<file path="config.mk">
export PLATFORM = sky130hd
export DESIGN_NAME = rx_line_assembler_flat
export DESIGN_NICKNAME = d
export VERILOG_FILES = /design/src/rtl/rx_line_assembler_if.sv /design/src/rtl/rx_line_assembler.sv /design/src/flat_wrapper.sv
export SDC_FILE = /design/constraint.sdc
export NUM_CORES = 1
export LEC_CHECK = 0
export CAP_MARGIN = 20
export CORE_ASPECT_RATIO = 0.5
export CORE_MARGIN = 4
export CORE_UTILIZATION = 35
export DETAILED_ROUTE_END_ITERATION = 10
export PLACE_DENSITY = 0.59
export SLEW_MARGIN = 40
export SYNTH_ARGS = -nofsm -noshare
export SYNTH_HDL_FRONTEND = slang
export SYNTH_SLANG_ARGS = --single-unit
</file>
<file path="constraint.sdc">
create_clock -name clk_line_asm -period 17.5 [get_ports clk_line_asm]
set_input_delay 3.5 -clock clk_line_asm [delete_from_list [all_inputs] [get_ports clk_line_asm]]
set_output_delay 3.5 -clock clk_line_asm [all_outputs]
set_load 0.02 [all_outputs]
</file>
<file path="src/rtl/rx_line_assembler_if.sv">
// Byte-in / line-out bundle for rx_line_assembler.
// master = assembler side, slave = UART/consumer side.
interface rx_line_assembler_if #(
  parameter int MAX_LEN = 16,
  parameter int LEN_W   = 5
);
  logic [7:0]           in_byte;
  logic                 in_valid;
  logic [8*MAX_LEN-1:0] line_data;
  logic [LEN_W-1:0]     line_len;
  logic                 line_valid;
  logic                 line_ready;
  logic                 line_overflow;
  logic                 line_dropped;
  logic [7:0]           out_byte;

  modport master (
    input  in_byte,
    input  in_valid,
    input  line_ready,
    output line_data,
    output line_len,
    output line_valid,
    output line_overflow,
    output line_dropped,
    output out_byte
  );

  modport slave (
    output in_byte,
    output in_valid,
    output line_ready,
    input  line_data,
    input  line_len,
    input  line_valid,
    input  line_overflow,
    input  line_dropped,
    input  out_byte
  );
endinterface

</file>
<file path="src/rtl/rx_line_assembler.sv">
// Assembles UART RX bytes into CR/LF terminated lines
// and hands them out through a valid/ready register.
module rx_line_assembler #(
  parameter int MAX_LEN    = 16,
  parameter int LEN_W      = 5,
  parameter int DROP_EMPTY = 1
) (
  input logic              clk_line_asm,
  input logic              rst_line_asm,
  rx_line_assembler_if.master bus
);

  localparam logic [0:0] COLLECT = 1'b0;
  localparam logic [0:0] DISCARD = 1'b1;

  localparam int              DW      = 8 * MAX_LEN;
  localparam logic [LEN_W-1:0] MAX_CNT = LEN_W'(MAX_LEN);

  logic [0:0]       state;
  logic [DW-1:0]    buf_q;
  logic [LEN_W-1:0] count;

  logic [DW-1:0]    data_q;
  logic [LEN_W-1:0] len_q;
  logic             valid_q;
  logic             ovf_q;
  logic             drop_q;
  logic [7:0]       last_q;

  logic             is_term;
  logic             in_col;
  logic             empty;
  logic             complete;
  logic             out_free;
  logic             load;
  logic             drop;
  logic             store;
  logic             ovf;
  logic [DW-1:0]    masked;

  assign is_term  = (bus.in_byte == 8'h0D)
                 || (bus.in_byte == 8'h0A);
  assign in_col   = bus.in_valid && (state == COLLECT);
  assign empty    = (count == '0) && (DROP_EMPTY != 0);
  assign complete = in_col && is_term && !empty;
  assign out_free = !valid_q || bus.line_ready;
  assign load     = complete && out_free;
  assign drop     = complete && !out_free;
  assign store    = in_col && !is_term && (count < MAX_CNT);
  assign ovf      = in_col && !is_term && (count == MAX_CNT);

  // Stale bytes from earlier longer lines must not leak out.
  always_comb begin
    masked = '0;
    for (int k = 0; k < MAX_LEN; k++) begin
      if (LEN_W'(k) < count)
        masked[8*k +: 8] = buf_q[8*k +: 8];
    end
  end

  always_ff @(posedge clk_line_asm or posedge rst_line_asm) begin
    if (rst_line_asm) begin
      state <= COLLECT;
      count <= '0;
      buf_q <= '0;
    end else if (bus.in_valid) begin
      unique case (state)
        COLLECT: begin
          if (is_term) begin
            count <= '0;
          end else if (count < MAX_CNT) begin
            count <= count + 1'b1;
          end else begin
            state <= DISCARD;
            count <= '0;
          end
        end
        DISCARD: begin
          if (is_term)
            state <= COLLECT;
        end
        default: state <= COLLECT;
      endcase
      for (int k = 0; k < MAX_LEN; k++) begin
        if (store && (count == LEN_W'(k)))
          buf_q[8*k +: 8] <= bus.in_byte;
      end
    end
  end

  always_ff @(posedge clk_line_asm or posedge rst_line_asm) begin
    if (rst_line_asm) begin
      data_q  <= '0;
      len_q   <= '0;
      valid_q <= 1'b0;
      ovf_q   <= 1'b0;
      drop_q  <= 1'b0;
      last_q  <= 8'h00;
    end else begin
      ovf_q  <= ovf;
      drop_q <= drop;
      if (load) begin
        data_q  <= masked;
        len_q   <= count;
        valid_q <= 1'b1;
      end else if (valid_q && bus.line_ready) begin
        valid_q <= 1'b0;
      end
      if (bus.in_valid && !is_term)
        last_q <= bus.in_byte;
    end
  end

  assign bus.line_data     = data_q;
  assign bus.line_len      = len_q;
  assign bus.line_valid    = valid_q;
  assign bus.line_overflow = ovf_q;
  assign bus.line_dropped  = drop_q;
  assign bus.out_byte      = last_q;

endmodule
</file>
<file path="src/flat_wrapper.sv">
// flat-port wrapper written by rule: the top's interface ports become plain ports
module rx_line_assembler_flat 
#(
  parameter int MAX_LEN    = 16,
  parameter int LEN_W      = 5,
  parameter int DROP_EMPTY = 1
)
  (clk_line_asm, rst_line_asm, bus_in_byte, bus_in_valid, bus_line_ready, bus_line_data, bus_line_len, bus_line_valid, bus_line_overflow, bus_line_dropped, bus_out_byte);
  rx_line_assembler_if #(.MAX_LEN(MAX_LEN), .LEN_W(LEN_W)) bus_i ();
  input logic clk_line_asm;
  input logic rst_line_asm;
  input wire logic [$bits(bus_i.in_byte)-1:0] bus_in_byte;
  input wire logic [$bits(bus_i.in_valid)-1:0] bus_in_valid;
  input wire logic [$bits(bus_i.line_ready)-1:0] bus_line_ready;
  output wire logic [$bits(bus_i.line_data)-1:0] bus_line_data;
  output wire logic [$bits(bus_i.line_len)-1:0] bus_line_len;
  output wire logic [$bits(bus_i.line_valid)-1:0] bus_line_valid;
  output wire logic [$bits(bus_i.line_overflow)-1:0] bus_line_overflow;
  output wire logic [$bits(bus_i.line_dropped)-1:0] bus_line_dropped;
  output wire logic [$bits(bus_i.out_byte)-1:0] bus_out_byte;
  assign bus_i.in_byte = bus_in_byte;
  assign bus_i.in_valid = bus_in_valid;
  assign bus_i.line_ready = bus_line_ready;
  assign bus_line_data = bus_i.line_data;
  assign bus_line_len = bus_i.line_len;
  assign bus_line_valid = bus_i.line_valid;
  assign bus_line_overflow = bus_i.line_overflow;
  assign bus_line_dropped = bus_i.line_dropped;
  assign bus_out_byte = bus_i.out_byte;
  rx_line_assembler #(.MAX_LEN(MAX_LEN), .LEN_W(LEN_W), .DROP_EMPTY(DROP_EMPTY)) u_core (.clk_line_asm(clk_line_asm), .rst_line_asm(rst_line_asm), .bus(bus_i));
endmodule
</file>
# [After elaboration in Yosys (flattened, before gate mapping)]
# Cells that the tools add are included.
[totals] regBits=278 elab_cells=136
[classes] addsub=1 magnitude_cmp=17 eq_ne=18 muxes=24 n_bitwise=1 reduce_logical=51
[ops] op="8-bit 2-to-1 mux" n=16
[ops] op="5-bit by 4-bit equality test with 1-bit output (second input constant)" n=8
[ops] op="4-bit by 5-bit less-than comparator with 1-bit output (first input constant)" n=8
[ops] op="2-bit AND reduction" n=17
[ops] op="1-bit logical AND" n=26
[ops] op="5-bit by 3-bit equality test with 1-bit output (second input constant)" n=4
[ops] op="3-bit by 5-bit less-than comparator with 1-bit output (first input constant)" n=4
[ops] op="8-bit by 4-bit equality test with 1-bit output (second input constant)" n=2
[ops] op="5-bit by 2-bit equality test with 1-bit output (second input constant)" n=2
[ops] op="1-bit by 5-bit less-than comparator with 1-bit output (first input constant)" n=2
[ops] op="2-bit by 5-bit less-than comparator with 1-bit output (first input constant)" n=2
[ops] op="5-bit 2-to-1 mux" n=2
[ops] op="5-bit by 1-bit adder with 5-bit output (second input constant)" n=1
[ops] op="5-bit by 1-bit equality test with 1-bit output (second input constant)" n=1
[ops] op="5-bit equality test (second input constant)" n=1
[ops] op="5-bit zero test" n=1
[ops] op="5-bit less-than comparator (second input constant)" n=1
[ops] op="1-bit 2-to-1 mux" n=5
[ops] op="1-bit zero test" n=4
[ops] op="1-bit logical OR" n=2
[ops] op="1-bit case mux with 2 select lines" n=1
[ops] op="2-bit nonzero test" n=1
[ops] op="1-bit NOT" n=1

# [Depth between registers and ports, before layout]
# Gate-level depths: netlist (run 1).
[depth] ltp_word=7 depth_mapped=10

# [Least setup slack after synthesis (run 1)]
# No wires, ideal clock.
[synth_timing] path_kind="in2reg" startpoint="in bus_in_byte[2]" endpoint="reg u_core.buf_q[100]" t_arrival_ns=5.034 t_required_ns=17.375 setup_slack_ns=12.341 path_stages=6 path_cell_list="clkbuf_1 > and3b_1 > o211a_4 > or4b_1 > buf_6 > mux2_4"
[synth_between] elab_chain_len=7 elab_cells_between_ends=8
[synth_lines] element="start, declared" line_no="flat_wrapper.sv:12" rtl="input wire logic [$bits(bus_i.in_byte)-1:0] bus_in_byte;"
[synth_lines] element="8-bit by 4-bit equality test with 1-bit output, on equally long branches" line_no="rx_line_assembler.sv:41, rx_line_assembler.sv:42"
[synth_lines] element="1-bit logical OR (*)" line_no="rx_line_assembler.sv:42" rtl="|| (bus.in_byte == 8'h0A);"
[synth_lines] element="1-bit zero test (*)" line_no="rx_line_assembler.sv:49" rtl="assign store = in_col && !is_term && (count < MAX_CNT);"
[synth_lines] element="1-bit logical AND (*) (2 in series)" line_no="rx_line_assembler.sv:49"
[synth_lines] element="1-bit logical AND (*)" line_no="rx_line_assembler.sv:85" rtl="if (store && (count == LEN_W'(k)))"
[synth_lines] element="2-bit AND reduction (no line) (*)"
[synth_lines] element="end signal, assigned by index" line_no="rx_line_assembler.sv:86" rtl="buf_q[8*k +: 8] <= bus.in_byte;"
[synth_lines] element="end, declared" line_no="rx_line_assembler.sv:20" rtl="logic [DW-1:0] buf_q;"
# Mark *: on every way between the ends. The rest lies on a longest branch, timed or not.
# A chain may end at the register's enable or synchronous reset.

# [Worst setup path in the final report (run 1)]
[layout_timing] startpoint="in bus_in_byte[1]" endpoint="reg u_core.len_q[4] (netlist: u_core.bus.line_len[4])"
[layout_between] elab_chain_len=5 elab_cells_between_ends=6
[layout_lines] element="8-bit by 4-bit equality test with 1-bit output, on equally long branches" line_no="rx_line_assembler.sv:41, rx_line_assembler.sv:42"
[layout_lines] element="1-bit logical OR (*)" line_no="rx_line_assembler.sv:42"
[layout_lines] element="1-bit logical AND (*) (2 in series)" line_no="rx_line_assembler.sv:45" rtl="assign complete = in_col && is_term && !empty;"
[layout_lines] element="1-bit logical AND (*)" line_no="rx_line_assembler.sv:47" rtl="assign load = complete && out_free;"
[layout_lines] element="end signal, assigned" line_no="rx_line_assembler.sv:104" rtl="len_q <= count;"
[layout_lines] element="end, declared" line_no="rx_line_assembler.sv:24" rtl="logic [LEN_W-1:0] len_q;"
# Marks and branches as above.

==> flow_summary.toml, run 1 <==
[worst_setup_path]
cp-end-kind = "register"
cpMostUsedCell = "buf_4"
critPathMaxStageDelay_ps = 550
rr_endpoint = "u_core.bus.line_len[4]"
r2r_slack_ps = 14120
required_ps = 17910
path_class = "in -> reg"
r2r-start = "u_core.count[1]"
path_cells = "clkdlybuf4s50_1, buf_4, nor3b_1, o211a_4, nand3_4, buf_4, mux2_2"
arrival_ps = 6490
reg2reg_depth = 7
start_kind = "primary input"
cp_max_fo = 43
critPathBufInv = 3
path_delay_family = "buffers and inverters"
critPathSlowestCell = "buf_4"

[clock_tree]
ctsResizeCount = 0
cts_made_buffers = 27
postCtsSetupRepairBufs = 0
clkLatencyLatePin_ps = 530
clock_path_buffers = 3
cts-root-buf = "clkbuf_16"
clkTransAtPathRegs_ps = 60
cts_max_level = 1
hold_buffers = 0
tritoncts = "yes"
cts_sinks = 278

[yosys]
yosysSeqAreaShare = 0.594
ys_ff_latch = 278
syn_inst = 931
synth_flop_cell = "dfrtp_1"
netlist_top_cells_count = "278 x dfrtp_1, 138 x mux2_2, 122 x nand2_1"
syn_avg_cell_area_um2 = 12.6
synth_enable_flop_cells = 0
synth.largest_area_cell = "dfrtp_1"
yosys.cell_types.count = 39
syn-cell-area_mm2 = 0.0117
ys_async_sr_fraction = 1.00
synth_most_common_cell = "dfrtp_1"
synth_top_cell_area_share = 0.594
yosys_warnings = 0
synth_area_leaders = "dfrtp_1 59%, mux2_2 13%, mux2i_1 9.6%"
syn_nets = 946

[power]
power.internal_mw = 1.40
power_frac_seq = 0.453
power.switching_mw = 0.603
pwr-share-clk = 0.296
ir_worst_vdd_uv = 67.0
combinationalPowerShare = 0.251
power_switching_share = 0.302
p_leak_nw = 7.77
p_per_area_mw_per_mm2 = 136
total_power_mw = 2.00

[detailed_routing]
routed_wl_um = 27300
first_pass_iters = 4
drt-initial-drc-count = 379
num_vias = 7167
drc = 0
viasPerCell = 4.65
post_drt_wl_per_cell_um = 17.7
antenna_left = 0

[global_routing]
grt_antenna_before_repair = 0
grt_first_pass_wirelength_um = 42400
first_global_vias = 7494
grt_overflow = 0
grt_max_degree = 142
track_usage = 0.147

[layout]
area_growth_pct = 25.1
drive_gt1_frac = 0.208
nNetsFinal = 1096

[floorplanning]
placementRows = 47
io-pin-count = 156
core_mm2 = 0.0330
die_area_mm2 = 0.0367
die_h_um = 137
start_util = 0.355
die_w_um = 267

[min_path]
hold_path.class = "reg -> reg"
worst_hold_startpoint = "u_core.buf_q[63]"
min_to = "u_core.buf_q[63]"
hold_depth = 1

[timing]
fin_crit_ps = 6080
finalSetupViolations = 0
rsz0062_at_grt = "false"
skew_ps = 9.92
hold_viol = 0
slew_viol_final = 0
timing.setup.tns_ps = 0
tightestPinTransition_ps = 745
fmax_mhz = 164
slew_headroom = 0.503
period_share = 0.347

[placed_design]
gp_congestion = 0.776
port_buffers = 155
hpwlAfterDp_um = 18200

[status]
status = "completed"

[run]
max_cap_viol_count = 0
[through the flow]
| step | util | setup WS [ps] | hold WS [ps] | std cells | instance area, um2 |
|---|---|---|---|---|---|
| 2_1_floorplan | - | 6330 | 456 | 931 | 11700 |
| 3_3_place_gp | 0.415 | 10780 | 470 | 1493 | 13700 |
| 5_1_grt | 0.444 | 11260 | 507 | 1540 | 14700 |
| 3_5_place_dp | 0.416 | 10880 | 473 | 1493 | 13700 |
| 6_report | 0.444 | 11420 | 485 | 1541 | 14700 |
| 4_1_cts | 0.443 | 11430 | 488 | 1540 | 14700 |
[cell type report]
| type | instances | area [um2] |
|---|---|---|
| diodes | 1 | 2.50 |
| flip-flops and latches | 278 | 6960 |
| repair buffers | 169 | 1670 |
| clock inverters | 6 | 82.6 |
| inverters | 115 | 444 |
| multi-input cells | 490 | 4130 |
| fillers | 3036 | 18400 |
| clock buffers | 41 | 828 |
| well taps | 441 | 552 |
[power by group through the flow]
| stage | Sequential [mW] | Combinational (mW) | Clock (mW) |
|---|---|---|---|
| floorplan | 0.928 | 0.298 | 0 |
| finish | 0.906 | 0.501 | 0.591 |
| detailed placement | 0.918 | 0.508 | 0 |
| global route | 0.926 | 0.551 | 0.635 |
| global placement | 0.913 | 0.498 | 0 |
| CTS | 0.907 | 0.510 | 0.607 |
[logic make-up after synthesis]
group           Yosys count  synth area share
simple gates            199            0.0837
compound gates           19            0.0122
flops                   278             0.594
fa+ha+maj                 3           0.00320
buf+inv                 163            0.0557
mux                     269             0.252
[worst reg2reg max path: stages, from the launching register on]
cell	delay, ps
dfrtp_1	590
inv_1	280
ha_1	190
nor2b_1	380
a21oi_1	210
nand3_4	470
buf_4	710
mux2_2	430
[state kept, by name, summed over array words and instances, names as in the netlist]
register	cells
u_core.count	5
u_core.bus.line_dropped	1
u_core.bus.line_valid	1
u_core.state	1
u_core.buf_q	128
u_core.bus.out_byte	8
u_core.bus.line_overflow	1
u_core.bus.line_len	5
u_core.bus.line_data	128
[layout by cell type (no fill, tap or decap), types with 3 or more instances in the layout]
| master | Yosys | routed |
|---|---|---|
| nor2_1 | 5 | 4 |
| ha_1 | 3 | 3 |
| a22o_1 | 4 | 4 |
| mux2_1 | 3 | 3 |
| a21oi_1 | 3 | 3 |
| clkinv_2 | 0 | 3 |
| mux2_4 | 16 | 16 |
| nand2_1 | 122 | 122 |
| clkbuf_1 | 22 | 4 |
| o31ai_1 | 4 | 4 |
| dfrtp_1 | 278 | 278 |
| mux2_2 | 138 | 138 |
| nor2_4 | 4 | 4 |
| nor2_2 | 6 | 7 |
| clkdlybuf4s50_1 | 0 | 155 |
| nor2b_1 | 22 | 21 |
| clkbuf_16 | 0 | 27 |
| clkbuf_8 | 0 | 10 |
| buf_4 | 1 | 11 |
| mux2i_1 | 112 | 112 |
| inv_1 | 115 | 114 |
| nand3_1 | 12 | 11 |
| nor3_1 | 3 | 3 |
| nand2b_1 | 8 | 8 |
| buf_6 | 2 | 3 |
[per-layer routing]
metal | wire [um] | share of wire | track usage | up-vias
met1 | 12400 | 0.45 | 0.200 | 3717
met4 | 357 | 0.013 | 0.0220 | 0
met5 | 0 | 0 | 0 | -
li1 | - | - | - | 3335
met2 | 13600 | 0.50 | 0.253 | 88
met3 | 900 | 0.033 | 0.0277 | 27
[worst max path at each step]
| stage | from | endpoint | slack (ps) | cells after the start |
|---|---|---|---|---|
| after global routing | bus_in_byte[1] | u_core.bus.line_len[3] | 11260 | 7 |
| after floorplan | rst_line_asm | u_core.buf_q[0] | 6330 | 1 |
| after CTS | bus_in_byte[1] | u_core.bus.line_len[4] | 11430 | 7 |
| final | bus_in_byte[1] | u_core.bus.line_len[4] | 11420 | 7 |
| after global placement | bus_in_byte[1] | u_core.bus.line_data[61] | 10780 | 7 |
| after detailed placement | bus_in_byte[1] | u_core.bus.line_len[4] | 10880 | 7 |
Note: power is estimated with default switching activity, not from simulation.
==> run 2, diff against run 1 <==
==> constraint.sdc (replaced) <==
create_clock -name clk_line_asm -period 6.3 [get_ports clk_line_asm]
set_input_delay 1.26 -clock clk_line_asm [delete_from_list [all_inputs] [get_ports clk_line_asm]]
set_output_delay 1.26 -clock clk_line_asm [all_outputs]
set_load 0.02 [all_outputs]
==> flow_summary.toml, run 2 (synthesis gave the netlist of run 1 again) <==
[placed_design]
gp_congestion = 0.762
port_buffers = 155
dpl_cell_area_mm2 = 0.0138
dp.cells = 1495
hpwlAfterDp_um = 18700

[status]
status = "completed"

[floorplanning]
die_w_um = 267
die_area_mm2 = 0.0367
io-pin-count = 156
die_h_um = 137
start_util = 0.355
placementRows = 47
core_mm2 = 0.0330

[min_path]
hold_depth = 1
min_to = "u_core.buf_q[63]"
hold_path.class = "reg -> reg"
worst_hold_startpoint = "u_core.buf_q[63]"

[clock_tree]
cts_sinks = 278
tritoncts = "yes"
ctsResizeCount = 0
clkTransAtPathRegs_ps = 60
cts_made_buffers = 27
postCtsSetupRepairBufs = 0
clock_path_buffers = 3
cts-root-buf = "clkbuf_16"
cts_max_level = 1
clkLatencyLatePin_ps = 530
hold_buffers = 0

[layout]
fin_cells = 1542
diodes = 0
final_area_mm2 = 0.0146
final_common_cell = "dfrtp_1"
nFillCells = 3068
drive_gt1_frac = 0.211
nNetsFinal = 1098
area_growth_pct = 24.9
final_cell_mix = "277 x dfrtp_1, 155 x clkdlybuf4s50_1, 138 x mux2_2"
multiInputGateArea_mm2 = 0.00413
final-seq-area_mm2 = 0.00696

[timing]
period_share = 0.605
slew_headroom = 0.484
tightestPinTransition_ps = 774
hold_ws_ps = 486
slew_viol_final = 0
rsz0062_at_grt = "false"
fin_crit_ps = 3810
timing.setup.tns_ps = 0
hold_viol = 0
skew_ps = 15.0
fmax_mhz = 262
finalSetupViolations = 0

[worst_setup_path]
r2r_slack_ps = 3020
reg2reg_depth = 7
required_ps = 6690
cp_max_fo = 43
rr_endpoint = "u_core.bus.line_data[69]"
r2r-start = "u_core.count[1]"
start_kind = "primary input"
path_class = "in -> reg"
arrival_ps = 4200
cp-end-kind = "register"

[power]
power.internal_mw = 3.83
combinationalPowerShare = 0.253
power_switching_share = 0.306
pwr-share-clk = 0.290
power.switching_mw = 1.69
power_frac_seq = 0.457
ir_worst_vdd_uv = 229
p_per_area_mw_per_mm2 = 376
p_leak_nw = 7.76

[global_routing]
grt_antenna_before_repair = 0
grt_first_pass_wirelength_um = 43400
first_global_vias = 7405
grt_max_degree = 135
grt_overflow = 0
track_usage = 0.151

[detailed_routing]
first_pass_iters = 4
post_drt_wl_per_cell_um = 18.1
antenna_left = 0
viasPerCell = 4.63
num_vias = 7138
drc = 0
drt-initial-drc-count = 402
routed_wl_um = 28000

[run]
max_cap_viol_count = 0
==> run 2: cell types whose count changed in the layout (fill, tap and decap cells not counted), sizes merged <==
cell	before	now
clkinv	3	5
buf	14	15
bufinv	2	1
clkinvlp	1	2
diode	1	0
inv	115	114
==> run 2: power groups by stage <==
stage                     combinational (mW)  clock [mW]  sequential (mW)
after detailed placement                1.41           0             2.55
final                                   1.39        1.60             2.52
after global placement                  1.37           0             2.54
after global routing                    1.52        1.71             2.58
after CTS                               1.41        1.63             2.52
after floorplan                        0.827           0             2.58
==> run 2: layer usage <==
metal	vias up	global-route usage	wire length [um]
li1	3340	-	-
met1	3675	0.200	12600
met2	85	0.265	14200
met3	38	0.0269	808
met4	0	0.0293	423
met5	-	0	0
==> run 2: cell type report <==
class,instances,area share
Clock inverter,7,0.00427
Inverter,115,0.0297
Tap cell,441,0.0377
Sequential cell,278,0.475
Timing Repair Buffer,171,0.115
Clock buffer,40,0.0556
Multi-Input combinational cell,490,0.282
==> run 2: worst max-delay path, stage by stage <==
cell	delay, ps
clkdlybuf4s50_1	460
buf_4	310
nor3b_1	280
o211a_4	470
nand3_4	670
buf_4	530
mux2i_1	170
==> run 2: metrics by stage <==
stage          worst slack [ps]  power, mW   util
3_3_place_gp               1940       3.91  0.416
5_1_grt                    2360       5.81  0.443
2_1_floorplan              1360       3.40      -
6_report                   2490       5.51  0.443
4_1_cts                    2490       5.57  0.443
3_5_place_dp               1940       3.96  0.416
==> run 2: worst max-delay path by stage <==
stage	from	slack, ps	cells past startpoint	to
after CTS	bus_in_byte[1]	2490	7	u_core.bus.line_data[72]
after global placement	bus_in_byte[1]	1940	7	u_core.bus.line_data[72]
final	bus_in_byte[1]	2490	7	u_core.bus.line_data[69]
after global routing	bus_in_byte[1]	2360	7	u_core.bus.line_data[104]
after floorplan	rst_line_asm	1360	1	u_core.buf_q[0]
after detailed placement	bus_in_byte[1]	1940	7	u_core.bus.line_data[42]
==> edit: new RTL, config.mk and constraints of run 1 <==
`LEN_W` is set to 5 in 3 places; all go to 10.
--- a/src/rtl/rx_line_assembler_if.sv
+++ b/src/rtl/rx_line_assembler_if.sv
@@ -2,7 +2,7 @@
 // master = assembler side, slave = UART/consumer side.
 interface rx_line_assembler_if #(
   parameter int MAX_LEN = 16,
-  parameter int LEN_W   = 5
+  parameter int LEN_W   = 10
 );
   logic [7:0]           in_byte;
   logic                 in_valid;
--- a/src/rtl/rx_line_assembler.sv
+++ b/src/rtl/rx_line_assembler.sv
@@ -2,7 +2,7 @@
 // and hands them out through a valid/ready register.
 module rx_line_assembler #(
   parameter int MAX_LEN    = 16,
-  parameter int LEN_W      = 5,
+  parameter int LEN_W      = 10,
   parameter int DROP_EMPTY = 1
 ) (
   input logic              clk_line_asm,
--- a/src/flat_wrapper.sv
+++ b/src/flat_wrapper.sv
@@ -2,7 +2,7 @@
 module rx_line_assembler_flat 
 #(
   parameter int MAX_LEN    = 16,
-  parameter int LEN_W      = 5,
+  parameter int LEN_W      = 10,
   parameter int DROP_EMPTY = 1
 )
   (clk_line_asm, rst_line_asm, bus_in_byte, bus_in_valid, bus_line_ready, bus_line_data, bus_line_len, bus_line_valid, bus_line_overflow, bus_line_dropped, bus_out_byte);
Ports: changed (resized bus_line_len); port bits go from 156 to 161. The function was not compared with the original's and may differ.
==> edit against run 1 <==
Area after synthesis rose by 3.5%. Total power up 11%. Combinational power rose by 19%. Sequential cell count increased by 10. Design area is 4.6% higher. Setup slack improved by 0.45 ns. Die area is 3.3% higher. Routed wire length up 7.6%. Critical path type unchanged.
==> edit: results (changes against run 1) <==
seq_area_frac_synth_pct: 59.4  # +0.067 points
synth_compound_area_share_pct: 1.23  # +0.011 points
seq_power_share_pct: 44.2  # -1.1 points
synthTopCellsByCount: "288 x dfrtp_1, 143 x mux2_2, 106 x nand2_1, 101 x inv_1, 96 x mux2i_1"
dp_hpwl_um: 19100  # +4.7%
p_clk_uw: 639  # +8.1%
track_usage_pct: 15.5  # +0.82 points
synth_cell_types: 48  # +23%
total_power_mw: 2.21  # +11%
outcome: "finished clean"
placedInstanceArea_um2: 14300  # +3.8%
synthAdderAreaFrac_pct: 0.413  # +0.092 points
synth_mux_area_share_pct: 24.9  # -0.31 points
fin_ws_ns: 11.87  # +0.455 ns
cts_buffers: 28  # +3.7%
fin_nets: 1106  # +0.91%
r2r_slack_ns: 14.64  # +0.52 ns
slowest_stage: "nor4b_4"
worstPathArrival_ns: 6.05  # -0.44 ns
numPlacedInstances: 1521  # +1.9%
crit_path_max_incr_delay_ns: 0.71  # +0.16 ns
worstHoldStart: "u_core.buf_q[7]$_DFFE_PP0P_"
nFillCells: 2988  # -1.6%
viasPerCell: 4.73  # +1.8%
finalNonFillerCells: 1576  # +2.3%
gp_congestion: 0.802  # +3.4%
cp_max_fo: 16  # -63%
vdd_drop_max_mv: 0.0639  # -4.6%
finalClockSkew_ns: 0.0130  # +0.00305 ns
edit: cell count changes in the layout (fill, tap and decap cells not counted), moves of 6 or more:
cell / delta
and2b_1: +10
dfrtp_1: +10
inv_1: -14
mux2_1: +15
mux2i_1: -16
nand2_1: -16
nand3_2: +6
nand4_2: +7
nor2_2: -7
edit: metal layers:
| layer | GRT usage, % | share of wire, % |
|---|---|---|
| met5 | 0 | 0 |
| met4 | 2.51 | 1.4 |
| met3 | 2.61 | 3.3 |
| met2 | 26.9 | 50 |
| met1 | 21.0 | 45 |
edit: cell type report:
| cell class | instances | share of cell area (%) |
|---|---|---|
| Antenna cell | 1 | 0.0163 |
| Clock buffer | 40 | 5.59 |
| Clock inverter | 10 | 0.873 |
| Inverter | 101 | 2.55 |
| Multi-Input combinational cell | 492 | 28.5 |
| Sequential cell | 288 | 47.0 |
| Tap cell | 465 | 3.79 |
| Timing Repair Buffer | 179 | 11.7 |
